===== src/rtl/bip_debug_tx.sv =====
// Debug reporter: on a rising wr_uart (CPU halted) snapshot PC, ACC and a cycle
// counter, then stream them as a byte frame into a UART TX. Define DBG_CHECKSUM_EN for an XOR trailer byte.
module bip_debug_tx #(
  parameter int PC_W   = 11,
  parameter int DATA_W = 16,
  parameter int CNT_W  = 32
) (
  input  logic              clk,
  input  logic              reset,
  input  logic              wr_uart,
  input  logic [PC_W-1:0]   pc,
  input  logic [DATA_W-1:0] acc,
  input  logic              tx_done,
  output logic              tx_start,
  output logic [7:0]        tx_data,
  output logic              busy,
  output logic              done
);

`ifdef DBG_CHECKSUM_EN
  localparam logic [3:0] LAST_IDX = 4'd9;
`else
  localparam logic [3:0] LAST_IDX = 4'd8;
`endif

  typedef enum logic [1:0] {IDLE, SEND, WAIT, DONE} state_e;

  state_e            state_q, state_d;
  logic [3:0]        idx_q, idx_d;
  logic [CNT_W-1:0]  cnt_q;
  logic              hist_q;
  logic [15:0]       pcSnap_q;
  logic [15:0]       accSnap_q;
  logic [CNT_W-1:0]  cntSnap_q;
  logic              loaded_q;
  logic              latchSnap;
  logic              trigger;
  logic [7:0]        frameByte;

  assign trigger = wr_uart & ~hist_q;

  // Free-running cycle counter, frozen while halted and saturating at all-ones.
  always_ff @(posedge clk) begin
    if (reset) begin
      cnt_q  <= '0;
      hist_q <= 1'b0;
    end else begin
      hist_q <= wr_uart;
      if (!wr_uart && (cnt_q != '1))
        cnt_q <= cnt_q + CNT_W'(1);
    end
  end

  always_ff @(posedge clk) begin
    if (reset) begin
      state_q   <= IDLE;
      idx_q     <= 4'd0;
      pcSnap_q  <= 16'h0000;
      accSnap_q <= 16'h0000;
      cntSnap_q <= '0;
      loaded_q  <= 1'b0;
    end else begin
      state_q <= state_d;
      idx_q   <= idx_d;
      if (latchSnap) begin
        pcSnap_q  <= 16'(pc);
        accSnap_q <= acc;
        cntSnap_q <= cnt_q;
        loaded_q  <= 1'b1;
      end
    end
  end

  always_comb begin
    state_d   = state_q;
    idx_d     = idx_q;
    latchSnap = 1'b0;
    case (state_q)
      IDLE: begin
        if (trigger) begin
          latchSnap = 1'b1;
          idx_d     = 4'd0;
          state_d   = SEND;
        end
      end
      SEND: state_d = WAIT;
      WAIT: begin
        if (tx_done) begin
          if (idx_q == LAST_IDX) begin
            state_d = DONE;
          end else begin
            idx_d   = idx_q + 4'd1;
            state_d = SEND;
          end
        end
      end
      DONE: begin
        if (!wr_uart)
          state_d = IDLE;
      end
      default: state_d = IDLE;
    endcase
  end

`ifdef DBG_CHECKSUM_EN
  logic [7:0] checksum;
  assign checksum = 8'hA5 ^ pcSnap_q[15:8] ^ pcSnap_q[7:0] ^ accSnap_q[15:8] ^ accSnap_q[7:0]
                  ^ cntSnap_q[31:24] ^ cntSnap_q[23:16] ^ cntSnap_q[15:8] ^ cntSnap_q[7:0];
`endif

  // The byte is selected straight from the held snapshot, so it stays stable through WAIT.
  always_comb begin
    frameByte = 8'h00;
    case (idx_q)
      4'd0: frameByte = 8'hA5;
      4'd1: frameByte = pcSnap_q[15:8];
      4'd2: frameByte = pcSnap_q[7:0];
      4'd3: frameByte = accSnap_q[15:8];
      4'd4: frameByte = accSnap_q[7:0];
      4'd5: frameByte = cntSnap_q[31:24];
      4'd6: frameByte = cntSnap_q[23:16];
      4'd7: frameByte = cntSnap_q[15:8];
      4'd8: frameByte = cntSnap_q[7:0];
`ifdef DBG_CHECKSUM_EN
      4'd9: frameByte = checksum;
`endif
      default: frameByte = 8'h00;
    endcase
  end

  assign tx_start = (state_q == SEND);
  assign tx_data  = loaded_q ? frameByte : 8'h00;
  assign busy     = (state_q == SEND) || (state_q == WAIT);
  assign done     = (state_q == DONE);

endmodule

===== config.mk =====
export PLATFORM = sky130hd
export DESIGN_NAME = bip_debug_tx
export DESIGN_NICKNAME = d
export VERILOG_FILES = /design/src/rtl/bip_debug_tx.sv
export SDC_FILE = /design/constraint.sdc
export NUM_CORES = 1
export LEC_CHECK = 0
export ABC_AREA = 1
export ABC_CLOCK_PERIOD_IN_PS = 2200
export BUFFER_PORTS_ARGS = -buffer_cell sky130_fd_sc_hd__buf_2
export CORE_MARGIN = 2
export CORE_UTILIZATION = 38
export CTS_CLUSTER_SIZE = 8
export DETAILED_ROUTE_END_ITERATION = 16
export GPL_TIMING_DRIVEN = 0
export PLACE_DENSITY = 0.53
export SYNTH_ARGS = -nofsm -noshare
export SYNTH_HDL_FRONTEND = slang
export SYNTH_SLANG_ARGS = --single-unit

===== constraint.sdc =====
create_clock -name clk -period 2.2 [get_ports clk]
set_clock_uncertainty 0.2 [all_clocks]
set_input_delay 0.55 -clock clk [delete_from_list [all_inputs] [get_ports clk]]
set_output_delay 0.55 -clock clk [all_outputs]
set_load 0.01 [all_outputs]

* Word level (Yosys, flattened, before mapping) *
Cells that the tools add are included.

operators by class
  add/subtract/negate cells = 2
  eq/ne operators = 16
  mux-type cells = 13
  bitwise operators = 2
  reductions and logical operators = 8

operator list
  cell                     number
  $pmux W8 S9              1
  $add A32 B1 Y32 const B  1
  $ne A32 B32 Y1 const B   1
  $eq A4 B3 Y1 const B     4
  $mux W4                  3
  $eq A4 B2 Y1 const B     2
  $mux W2                  4
  $mux W8                  1
  $ne A2 B2 Y1 const B     4
  $pmux W2 S4              1
  $pmux W4 S2              1
  $add A4 B1 Y4 const B    1
  $eq A2 B2 Y1 const B     2
  $eq A4 B1 Y1 const B     1
  $eq A4 B4 Y1 const B     1
  $logic_not A4 Y1         1
  $reduce_and A4 Y1        1
  $reduce_and A3 Y1        1
  $eq A2 B1 Y1 const B     1
  $logic_not A2 Y1         1
  $mux W1                  2
  $reduce_bool A2 Y1       1
  $and A1 B1 Y1            1
  $logic_and A1 B1 Y1      1
  3 further kinds          3

word-level totals
  flip-flop bits (word level) = 99
  input port bits = 31
  output and inout bits = 11
  logic and storage cells = 49

* Longest topological paths before layout *
  depth after elaboration = 4
  depth in mapped cells = 11
  gate-level depth less buffers = 10

* Least setup slack after synthesis *
No wires, ideal clock.

  kind = reg-to-output
  start point = reg idx_q[0]
  end point = out tx_data[0]
  arrival time = 1.278 ns
  required time = 1.450 ns
  setup slack = 0.172 ns
  stages on the path, launching flop included = 7
  path buffers = 0
  path through = dfxtp_1 inv_1 ha_1 nand3_1 o21ai_0 nor2_1 a31oi_1

between the ends
  longest elaborated chain between the ends = 3
  elaborated cells between the ends (all ways) = 11
  classes of those cells = 8 x eq/ne; 2 x mux; 1 x reduce/logical

RTL lines
  item                                        line  source
  start: declaration                          29    logic [3:0] idx_q, idx_d;
  start signal: assignment                    64    idx_q <= idx_d;
  $eq A4 B4 Y1, or another cell as far along  114   case (idx_q)
  $pmux W8 S9 *                               114
  $mux W8 *                                   132   assign tx_data = loaded_q ? frameByte : 8'h00;
  end: declaration                            15    output logic [7:0] tx_data,

Mark *: on every way between the ends. The rest lies on a longest branch, timed or not.

* Worst setup path after layout *
  start point = reg idx_q[1]
  end point = out tx_data[1]

Same word-level chain as after synthesis.

==> impl_metrics.py <==
metrics = {
    "cts": {
        "root_buffer": "clkbuf_16",
        "holdBufCountCts": 0,
        "clockBufferDepth": 2,
        "clk_pin_slew_worst_paths_ns": 0.07,
        "numClockSinks": 99,
        "htreeDepth": 3,
        "cts_tree": "yes",
        "clkLatencyLatePin_ns": 0.35,
        "numCtsBuffers": 9,
    },
    "power_and_ir_drop": {
        "p_seq_share_pct": 45.8,
        "vdd_drop_max_mv": 0.302,
        "switchingPower_mw": 1.38,
        "switching_share_pct": 30.4,
        "pwr_density_cell_mw_per_mm2": 759,
        "internal_power_mw": 3.16,
        "p_clk_share_pct": 35.8,
        "p_leak_nw": 2.25,
        "finalPower_mw": 4.54,
        "comb_power_share_pct": 18.4,
    },
    "timing": {
        "finalSetupViolCount": 8,
        "hold_slack_ns": 0.245,
        "final.period_utilization_pct": 115,
        "slew_violations": 0,
        "rsz0062_at_grt": "true",
        "hold_violations": 0,
        "worst_pin_slew_ns": 0.611,
        "timing.fmax_mhz": 394,
        "finalCriticalPeriod_ns": 2.54,
        "max_slew_margin_pct": 59.3,
        "layout_setup_ws_ns": -0.338,
    },
    "worst_setup_path": {
        "r2r-start": "state_q[0]",
        "critPathLaunchType": "flip-flop",
        "r2r-end": "pcSnap_q[5]",
        "ff2ff_setup_slack_ns": 0.17,
        "worstPathRequired_ns": 1.45,
        "reg2reg_depth": 6,
        "worstPathArrival_ns": 1.79,
        "path_max_fanout": 8,
        "endpoint_kind": "output port",
        "crit_type": "reg2out",
    },
    "outcome": {
        "outcome": "complete, but fails checks",
        "violations": "setup timing",
    },
    "layout": {
        "nets": 815,
        "area_growth_syn_to_layout_pct": 21.7,
        "fin_cells": 952,
        "drive_above_1_share_pct": 18.5,
        "diodes": 0,
    },
    "routing": {
        "drt-initial-drc-count": 314,
        "drtAntennaViolNets": 0,
        "vias_per_cell": 5.09,
        "drt-total-wl_mm": 14.7,
        "routed-via-count": 4842,
        "drcViolationCount": 0,
        "avgRoutedWirePerCell_um": 15.5,
        "firstDrtPassIters": 4,
    },
    "grt": {
        "first_global_vias": 4562,
        "grt_max_degree": 18,
        "grt_pass1_wl_mm": 23.8,
        "antenna_found_initial": 1,
        "overflow": 0,
        "grt_use_total_pct": 21.7,
    },
    "die": {
        "die_y_um": 118,
        "rows": 41,
        "coreArea_mm2": 0.0126,
        "ios": 42,
        "die_w_um": 118,
        "dieArea_mm2": 0.0139,
        "start_util_pct": 39.0,
    },
    "synth": {
        "synth_seq_cells": 99,
        "ys_warn_count": 0,
        "syn_area_mm2": 0.00492,
        "synth_cell_types": 28,
        "synth-edff-count": 0,
        "synth_nets": 761,
        "ys.flop_type": "dfxtp_1",
        "syn_avg_cell_area_um2": 6.82,
        "async_flop_share_pct": 0,
        "yosysSeqAreaShare_pct": 40.3,
        "synthCells": 721,
    },
    "job": {
        "cap_violations": 0,
    },
    "min_path": {
        "min_to": "cntSnap_q[18]",
        "holdPathStages": 2,
        "hold_path.class": "reg2reg",
        "min-delay-start": "cntSnap_q[18]",
    },
    "placement": {
        "placed_cells_incl_taps": 934,
        "dp_hpwl_mm": 10.8,
        "portBuffers": 41,
        "routabilityCongestion": 0.910,
    },
}
==> state kept, by name (all words and copies together) (netlist names) <==
| name | cells |
|---|---|
| accSnap_q | 16 |
| cntSnap_q | 32 |
| cnt_q | 32 |
| hist_q | 1 |
| idx_q | 4 |
| loaded_q | 1 |
| pcSnap_q | 11 |
| state_q | 2 |
==> critical path, stage by stage, from the launching register on <==
cell	delay [ns]
dfxtp_4	0.38
inv_4	0.08
ha_4	0.18
nand3_4	0.15
o22ai_2	0.23
nor2_1	0.09
a21oi_1	0.17
buf_2	0.16
==> power groups by stage <==
stage / Clock, mW / Combinational [mW] / Sequential (mW)
floorplan: 0 / 0.537 / 2.10
global placement: 0 / 0.742 / 2.11
detailed placement: 0 / 0.764 / 2.12
CTS: 1.65 / 0.816 / 2.08
global route: 1.72 / 0.949 / 2.10
finish: 1.62 / 0.838 / 2.08
==> final cells by class <==
| cell class | count | area, um^2 |
|---|---|---|
| Inverter | 102 | 388 |
| Sequential cell | 99 | 1990 |
| Clock buffer | 9 | 225 |
| Timing Repair Buffer | 43 | 220 |
| Fill cell | 1314 | 6640 |
| Clock inverter | 7 | 77.6 |
| Buffer | 31 | 159 |
| Tap cell | 172 | 215 |
| Multi-Input combinational cell | 489 | 2710 |
==> what timing repair did <==
item | 4_1_cts | 5_1_grt
resized for setup | 65 | 22
pin swaps | 12 | 6
buffers inserted | 2 | 0
hold endpoints to repair | 0 | 0
setup endpoints to repair | 8 | 42
==> cell usage after synthesis (7+ instances only) <==
library cell	count	area share (%)
dfxtp_1	99	40
a21oi_1	99	10
nand3_1	45	4.6
ha_1	9	2.3
o22ai_1	23	2.9
nand2_1	107	8.2
a31oi_1	7	0.89
nor2_1	96	7.3
o21ai_0	67	6.8
nand4_1	10	1.3
inv_1	98	7.5
clkbuf_1	21	1.6
==> metrics by stage <==
stage / worst slack [ns] / TNS (ns) / util, % / instance area [um^2]
after floorplan: 0.172 / 0 / - / 4920
after global placement: -0.260 / -2.52 / 42.3 / 5340
after detailed placement: -0.303 / -3.25 / 42.3 / 5340
after CTS: -0.311 / -2.38 / 47.1 / 5940
after global routing: -0.404 / -3.08 / 47.4 / 5980
final: -0.338 / -2.49 / 47.4 / 5980
==> routing by layer <==
metal | global-route usage, % | routed length (um) | share of wire (%) | vias to the layer above
li1 | - | - | - | 2468
met1 | 28.9 | 6970 | 47 | 2219
met2 | 33.8 | 6560 | 45 | 120
met3 | 3.97 | 679 | 4.6 | 33
met4 | 10.7 | 494 | 3.4 | 2
met5 | 0 | 13 | 0.088 | -
==> cells in the final DEF (no fill, tap or decap), drive strengths merged <==
cell type,n
nor2,103
dfxtp,99
o22ai,23
a21oi,99
nand3,50
o21ai,67
xor2,2
nand4,10
nand2,113
clkbuf,30
inv,100
ha,9
clkinv,7
nor3,2
a31oi,7
and2,3
clkinvlp,1
bufinv,1
xnor2,1
buf,53
==> worst max path at each step <==
stage          startpoint         end  slack, ns  cells past startpoint
6_report         idx_q[1]  tx_data[1]      -0.34                      7
3_3_place_gp     idx_q[0]  tx_data[2]      -0.26                      7
5_1_grt          idx_q[1]  tx_data[1]      -0.40                      7
2_1_floorplan    idx_q[0]  tx_data[0]       0.17                      6
4_1_cts          idx_q[1]  tx_data[2]      -0.31                      7
3_5_place_dp     idx_q[0]  tx_data[0]      -0.30                      7
==> kinds of logic after synthesis <==
kind of cell | Yosys count | share of synthesized area, %
simple gates | 281 | 25.3
compound gates | 196 | 20.7
buf+inv | 133 | 10.8
flops | 99 | 40.3
fa+ha+maj | 9 | 2.29
xor+xnor | 3 | 0.535
Power figures use the tool's default switching activity.
